===== src/rtl/pipe_hazard_ctrl.sv =====
// rtl/pipe_hazard_ctrl.sv - load-use / branch / memory-wait hazard controller for a 5-stage pipeline
module pipe_hazard_ctrl #(
    parameter int unsigned MEM_TIMEOUT = 255,
    parameter int unsigned CNT_W       = 16
) (
    input  logic             clock,
    input  logic             reset,
    input  logic [4:0]       id_rs,
    input  logic [4:0]       id_rt,
    input  logic             id_uses_rt,
    input  logic             ex_memread,
    input  logic [4:0]       ex_rt,
    input  logic             branch_taken,
    input  logic             mem_busy,
    output logic             pc_hold,
    output logic             hazard_hold,
    output logic             ifid_flush,
    output logic             idex_bubble,
    output logic             pipe_freeze,
    output logic             mem_fault,
    output logic [CNT_W-1:0] stall_count
);

    typedef enum logic [1:0] {
        RUN     = 2'd0,
        MEMWAIT = 2'd1,
        FAULT   = 2'd2
    } state_t;

    localparam logic [15:0]      TIMEOUT = 16'(MEM_TIMEOUT);
    localparam logic [CNT_W-1:0] CNT_ONE = CNT_W'(1);
    localparam logic [CNT_W-1:0] CNT_MAX = {CNT_W{1'b1}};

    state_t           state_q, state_d;
    logic [15:0]      wait_q, wait_d;
    logic             mem_fault_q, mem_fault_d;
    logic [CNT_W-1:0] stall_q, stall_d;

    logic   load_use;
    state_t eval_state;

    assign load_use = ex_memread && (ex_rt != 5'd0) &&
                      ((ex_rt == id_rs) || (id_uses_rt && (ex_rt == id_rt)));

    // While reset is held the outputs already behave as in RUN, so the
    // pipeline sees a clean controller on the very first cycle out of reset.
    assign eval_state = reset ? state_q : RUN;

    always_comb begin
        pc_hold     = 1'b0;
        hazard_hold = 1'b0;
        ifid_flush  = 1'b0;
        idex_bubble = 1'b0;
        pipe_freeze = 1'b0;
        if (eval_state == FAULT) begin
            pc_hold     = 1'b1;
            hazard_hold = 1'b1;
            pipe_freeze = 1'b1;
        end else if (mem_busy) begin
            pc_hold     = 1'b1;
            hazard_hold = 1'b1;
            pipe_freeze = 1'b1;
        end else if (branch_taken) begin
            ifid_flush  = 1'b1;
            idex_bubble = 1'b1;
        end else if (load_use) begin
            pc_hold     = 1'b1;
            hazard_hold = 1'b1;
            idex_bubble = 1'b1;
        end
    end

    always_comb begin
        state_d     = state_q;
        wait_d      = wait_q;
        mem_fault_d = mem_fault_q;
        case (state_q)
            RUN: begin
                if (mem_busy) begin
                    wait_d = 16'd1;
                    if (TIMEOUT <= 16'd1) begin
                        state_d     = FAULT;
                        mem_fault_d = 1'b1;
                    end else begin
                        state_d = MEMWAIT;
                    end
                end else begin
                    wait_d = 16'd0;
                end
            end
            MEMWAIT: begin
                if (mem_busy) begin
                    wait_d = wait_q + 16'd1;
                    if (wait_d >= TIMEOUT) begin
                        state_d     = FAULT;
                        mem_fault_d = 1'b1;
                    end
                end else begin
                    state_d = RUN;
                    wait_d  = 16'd0;
                end
            end
            FAULT: begin
                state_d     = FAULT;
                mem_fault_d = 1'b1;
            end
            default: begin
                state_d = RUN;
                wait_d  = 16'd0;
            end
        endcase
    end

    always_comb begin
        stall_d = stall_q;
        if (pc_hold && (stall_q != CNT_MAX)) begin
            stall_d = stall_q + CNT_ONE;
        end
    end

    always_ff @(posedge clock) begin
        if (!reset) begin
            state_q     <= RUN;
            wait_q      <= 16'd0;
            mem_fault_q <= 1'b0;
            stall_q     <= '0;
        end else begin
            state_q     <= state_d;
            wait_q      <= wait_d;
            mem_fault_q <= mem_fault_d;
            stall_q     <= stall_d;
        end
    end

    assign mem_fault   = mem_fault_q;
    assign stall_count = stall_q;

endmodule


===== config.mk =====
export PLATFORM = sky130hd
export DESIGN_NAME = pipe_hazard_ctrl
export DESIGN_NICKNAME = d
export VERILOG_FILES = /design/src/rtl/pipe_hazard_ctrl.sv
export SDC_FILE = /design/constraint.sdc
export NUM_CORES = 1
export LEC_CHECK = 0
export CAP_MARGIN = 20
export CELL_PAD_IN_SITES_DETAIL_PLACEMENT = 2
export CELL_PAD_IN_SITES_GLOBAL_PLACEMENT = 2
export CORE_MARGIN = 3
export CORE_UTILIZATION = 31
export CTS_CLUSTER_SIZE = 28
export DETAILED_ROUTE_END_ITERATION = 6
export GPL_TIMING_DRIVEN = 0
export PLACE_DENSITY = 0.86
export SLEW_MARGIN = 30
export SYNTH_ARGS = -nofsm -noshare
export SYNTH_HDL_FRONTEND = slang
export SYNTH_SLANG_ARGS = --single-unit

===== constraint.sdc =====
create_clock -name clock -period 7.83 [get_ports clock]
set_input_delay 1.566 -clock clock [delete_from_list [all_inputs] [get_ports clock]]
set_output_delay 1.566 -clock clock [all_outputs]
set_load 0.02 [all_outputs]

==> results.yml <==
die:
  die_w_um: 87.01
  start_util: 0.3318
  design.die.area_um2: 7571
  rows: 28
  ios: 43
  die_height_um: 87.01
  floorplan.core_area_um2: 6131
layout:
  layout-drive-gt1-share: 0.03537
  layout-area-overhead-vs-synth_pct: 30.20
  finalInstanceArea_um2: 2649
  finish.cell_count_without_fillers: 386
  num-nets-final: 334
  n_antenna_cell: 0
  final.fill_count: 713
global_route:
  groute.usage.overall: 0.1935
  grt_pass1_wl_um: 11580
  grt_pass1_vias: 2291
  grt_start_max_net_pins: 11
  grt_antenna_before_repair: 0
  gr-total-overflow: 0
worst_setup_path:
  worst_path_max_delay_cell: "or4_1"
  critical_path_class: "primary input to output pin"
  cp-end-kind: "output pin"
  setup.worst_path.start_class: "primary input"
  critPathArrivalTime_ns: 4.44
  path_delay_family: "buffers and inverters"
  worstPathCellList: "clkdlybuf4s50_1 -> or4_1 -> o21ai_0 -> o31a_1 -> buf_6 -> clkbuf_1 -> inv_1 -> buf_4 -> clkdlybuf4s50_1"
  cp_common_cell: "clkdlybuf4s50_1"
  worst_ep_required_time_ns: 6.26
  critical_path.n_buffers_inverters: 6
  worst-path-max-fanout: 10
  max_stage_delay_ns: 0.54
placed_design:
  io_buffer_count: 42
  routabilityCongestion: 0.7433
  dp_hpwl_um: 5050
  placement.cell_area_um2: 2549
  placed_cells: 378
logic_synthesis:
  async_flop_share: 0
  seq_area_frac_synth: 0.3444
  synth_warnings: 0
  synth_top_flop_cell: "dfxtp_1"
  synth_enable_flop_cells: 0
  netlist_cell_types: 41
  syn_area_um2: 2034
  netlist_instances: 261
  ys_seq_elements: 35
  synthesis.area_per_instance_um2: 7.795
  syn-num-nets: 285
clock_network:
  clock_latency_at_the_later_pin_of_the_worst_skew_pair_ns: 0.30
  cts_sinks: 35
  number_of_buffers_added_for_setup_after_cts: 0
  ctsLongestPathBuffers: 2
  cts_hold_buf: 0
  clock_tree.htree_level_count: 2
  clock_tree_from_tritoncts: "done"
  post_cts.resized_instances: 0
  cts.reportedPaths.clkPinSlew_ns: 0.07
  master_cell_of_the_clock_root_buffer: "clkbuf_8"
  cts_buffers: 5
worst_hold_path:
  holdCritPathClass: "flip-flop to flip-flop"
sta:
  rsz0062_at_grt: "no"
  finalSetupViolations: 0
  finalMaxSlewViolations: 0
  timing.final.crit_share: 0.7671
  totalNegativeSetupSlack_ns: 0
  tightest_slew_ns: 0.6774
  final_hold_viol_count: 0
  shortest_clock_period_the_worst_path_allows_after_layout_ns: 6.007
  max_freq_ghz: 0.1665
  slew-limit-headroom: 0.5442
  skew_ns: 0.006452
outcome:
  status: "finished clean"
detailed_routing:
  detail_route.drc_violations: 0
  initialDrtViolationCount: 94
  vias_per_cell: 5.702
  ant_nets: 0
  detail_route.wirelength_um: 6888
  detail_route.wl_per_cell_um: 17.84
  detailroute.via_count: 2201
  drt_first_pass_iters: 4
power_and_ir_drop:
  cellInternalPower_uw: 279.5
  cellLeakagePower_uw: 0.0009316
  power.density_cell_area_nw_per_um2: 140.7
  switching_share: 0.2501
  power.ir.vdd_worst_v: 0.00005381
  comb_power_share: 0.106
  power.net_switching_uw: 93.22
  sequentialPowerShare: 0.487
  p_clk_frac: 0.407
run:
  max_cap_viol_count: 0
[synthesized netlist by cell type, drive strengths merged (2+ instances only)]
master,count,area (um^2)
o41ai,4,35.03
xor2,12,105.1
xnor2,3,26.28
nor3,6,30.03
nand2b,5,31.28
buf,5,32.53
ha,3,37.54
and3,3,18.77
nand2,26,97.59
nand4,6,37.54
or4,10,75.07
nor2,17,63.81
inv,9,33.78
mux2i,4,40.04
clkbuf,12,45.04
o21ai,25,125.1
a21oi,15,75.07
or3,3,18.77
nor2b,3,18.77
a22o,3,26.28
a21o,2,15.01
and4,2,17.52
nand3,13,65.06
dfxtp,35,700.7
o311ai,2,17.52
and2,3,18.77
o31a,3,26.28
nor4,7,43.79
o31ai,11,82.58
[worst paths after layout]
kind                  start              to  slack (ns)  depth (start not counted)
min reg2reg       wait_q[5]       wait_q[5]        0.51                          1
max                ex_rt[2]         pc_hold        1.82                          9
max reg2reg  stall_count[0]  stall_count[1]        4.89                          9
min               wait_q[5]       wait_q[5]        0.51                          1
[state kept, by name, summed over array words and instances, names as in the netlist]
register	flops
state_q	2
mem_fault	1
wait_q	16
stall_count	16
[kinds of logic (layout without fill, tap and decap cells)]
family	Yosys count	after routing	synth area share
and+or+nand+nor	107	107	0.2761
xor gates and xnor gates	15	15	0.06458
buffers and inverters	26	76	0.05473
DFF	35	35	0.3444
muxes	4	4	0.01968
AOI/OAI and AO/OA	71	71	0.2220
adders and majority gates	3	3	0.01845
[stage by stage]
step	setup WS [ns]	hold WS, ns	util	total power, uW
5_1_grt	1.619	0.5392	0.4320	388.4
3_5_place_dp	1.777	0.4906	0.4157	225.4
2_1_floorplan	3.028	0.4426	-	202.8
3_3_place_gp	1.842	0.4846	0.4157	224.3
6_report	1.823	0.5125	0.4320	372.7
4_1_cts	1.775	0.5138	0.4320	377.0
[layer usage]
layer | share of wire | vias up | global-route usage
li1 | - | 1063 | -
met1 | 0.45 | 1076 | 0.2497
met2 | 0.49 | 55 | 0.3306
met3 | 0.046 | 7 | 0.03690
met4 | 0.013 | 0 | 0.04674
met5 | 0 | - | 0
[layout make-up]
type / count / area, um^2 / area share
multi-input combinational: 200 / 1222 / 0.4615
buffer: 17 / 77.57 / 0.02929
tap: 75 / 93.84 / 0.03543
sequential: 35 / 700.7 / 0.2645
inverter: 9 / 33.78 / 0.01275
clock buffer: 8 / 100.1 / 0.03779
timing repair buffer: 42 / 420.4 / 0.1587
[power groups by stage]
stage	sequential (uW)	combinational, uW	clock, uW
after detailed placement	186	39.7	0
final	182	39.6	152
after global placement	186	38.8	0
after CTS	182	40.1	155
after floorplan	186	16.8	0
after global routing	182	43.4	163
[cells in the final DEF, fill, tap and decap left out, types with 2 or more instances in the layout]
master / count
o31a_1: 3
or4_1: 10
inv_1: 9
clkdlybuf4s50_1: 42
clkbuf_8: 7
a21oi_1: 15
buf_2: 2
nor2b_1: 3
and3_1: 3
o311ai_0: 2
xor2_1: 12
xnor2_1: 3
clkbuf_1: 13
and4_1: 2
nor4_1: 7
nand3_1: 13
o21ai_0: 25
a22o_1: 3
and2_1: 3
dfxtp_1: 35
nand4_1: 6
nand2_1: 26
or3_1: 3
o41ai_1: 4
a21o_1: 2
nor3_1: 6
mux2i_1: 4
o31ai_1: 11
nand2b_1: 5
ha_1: 3
nor2_1: 17
(Power assumes the default switching activity.)
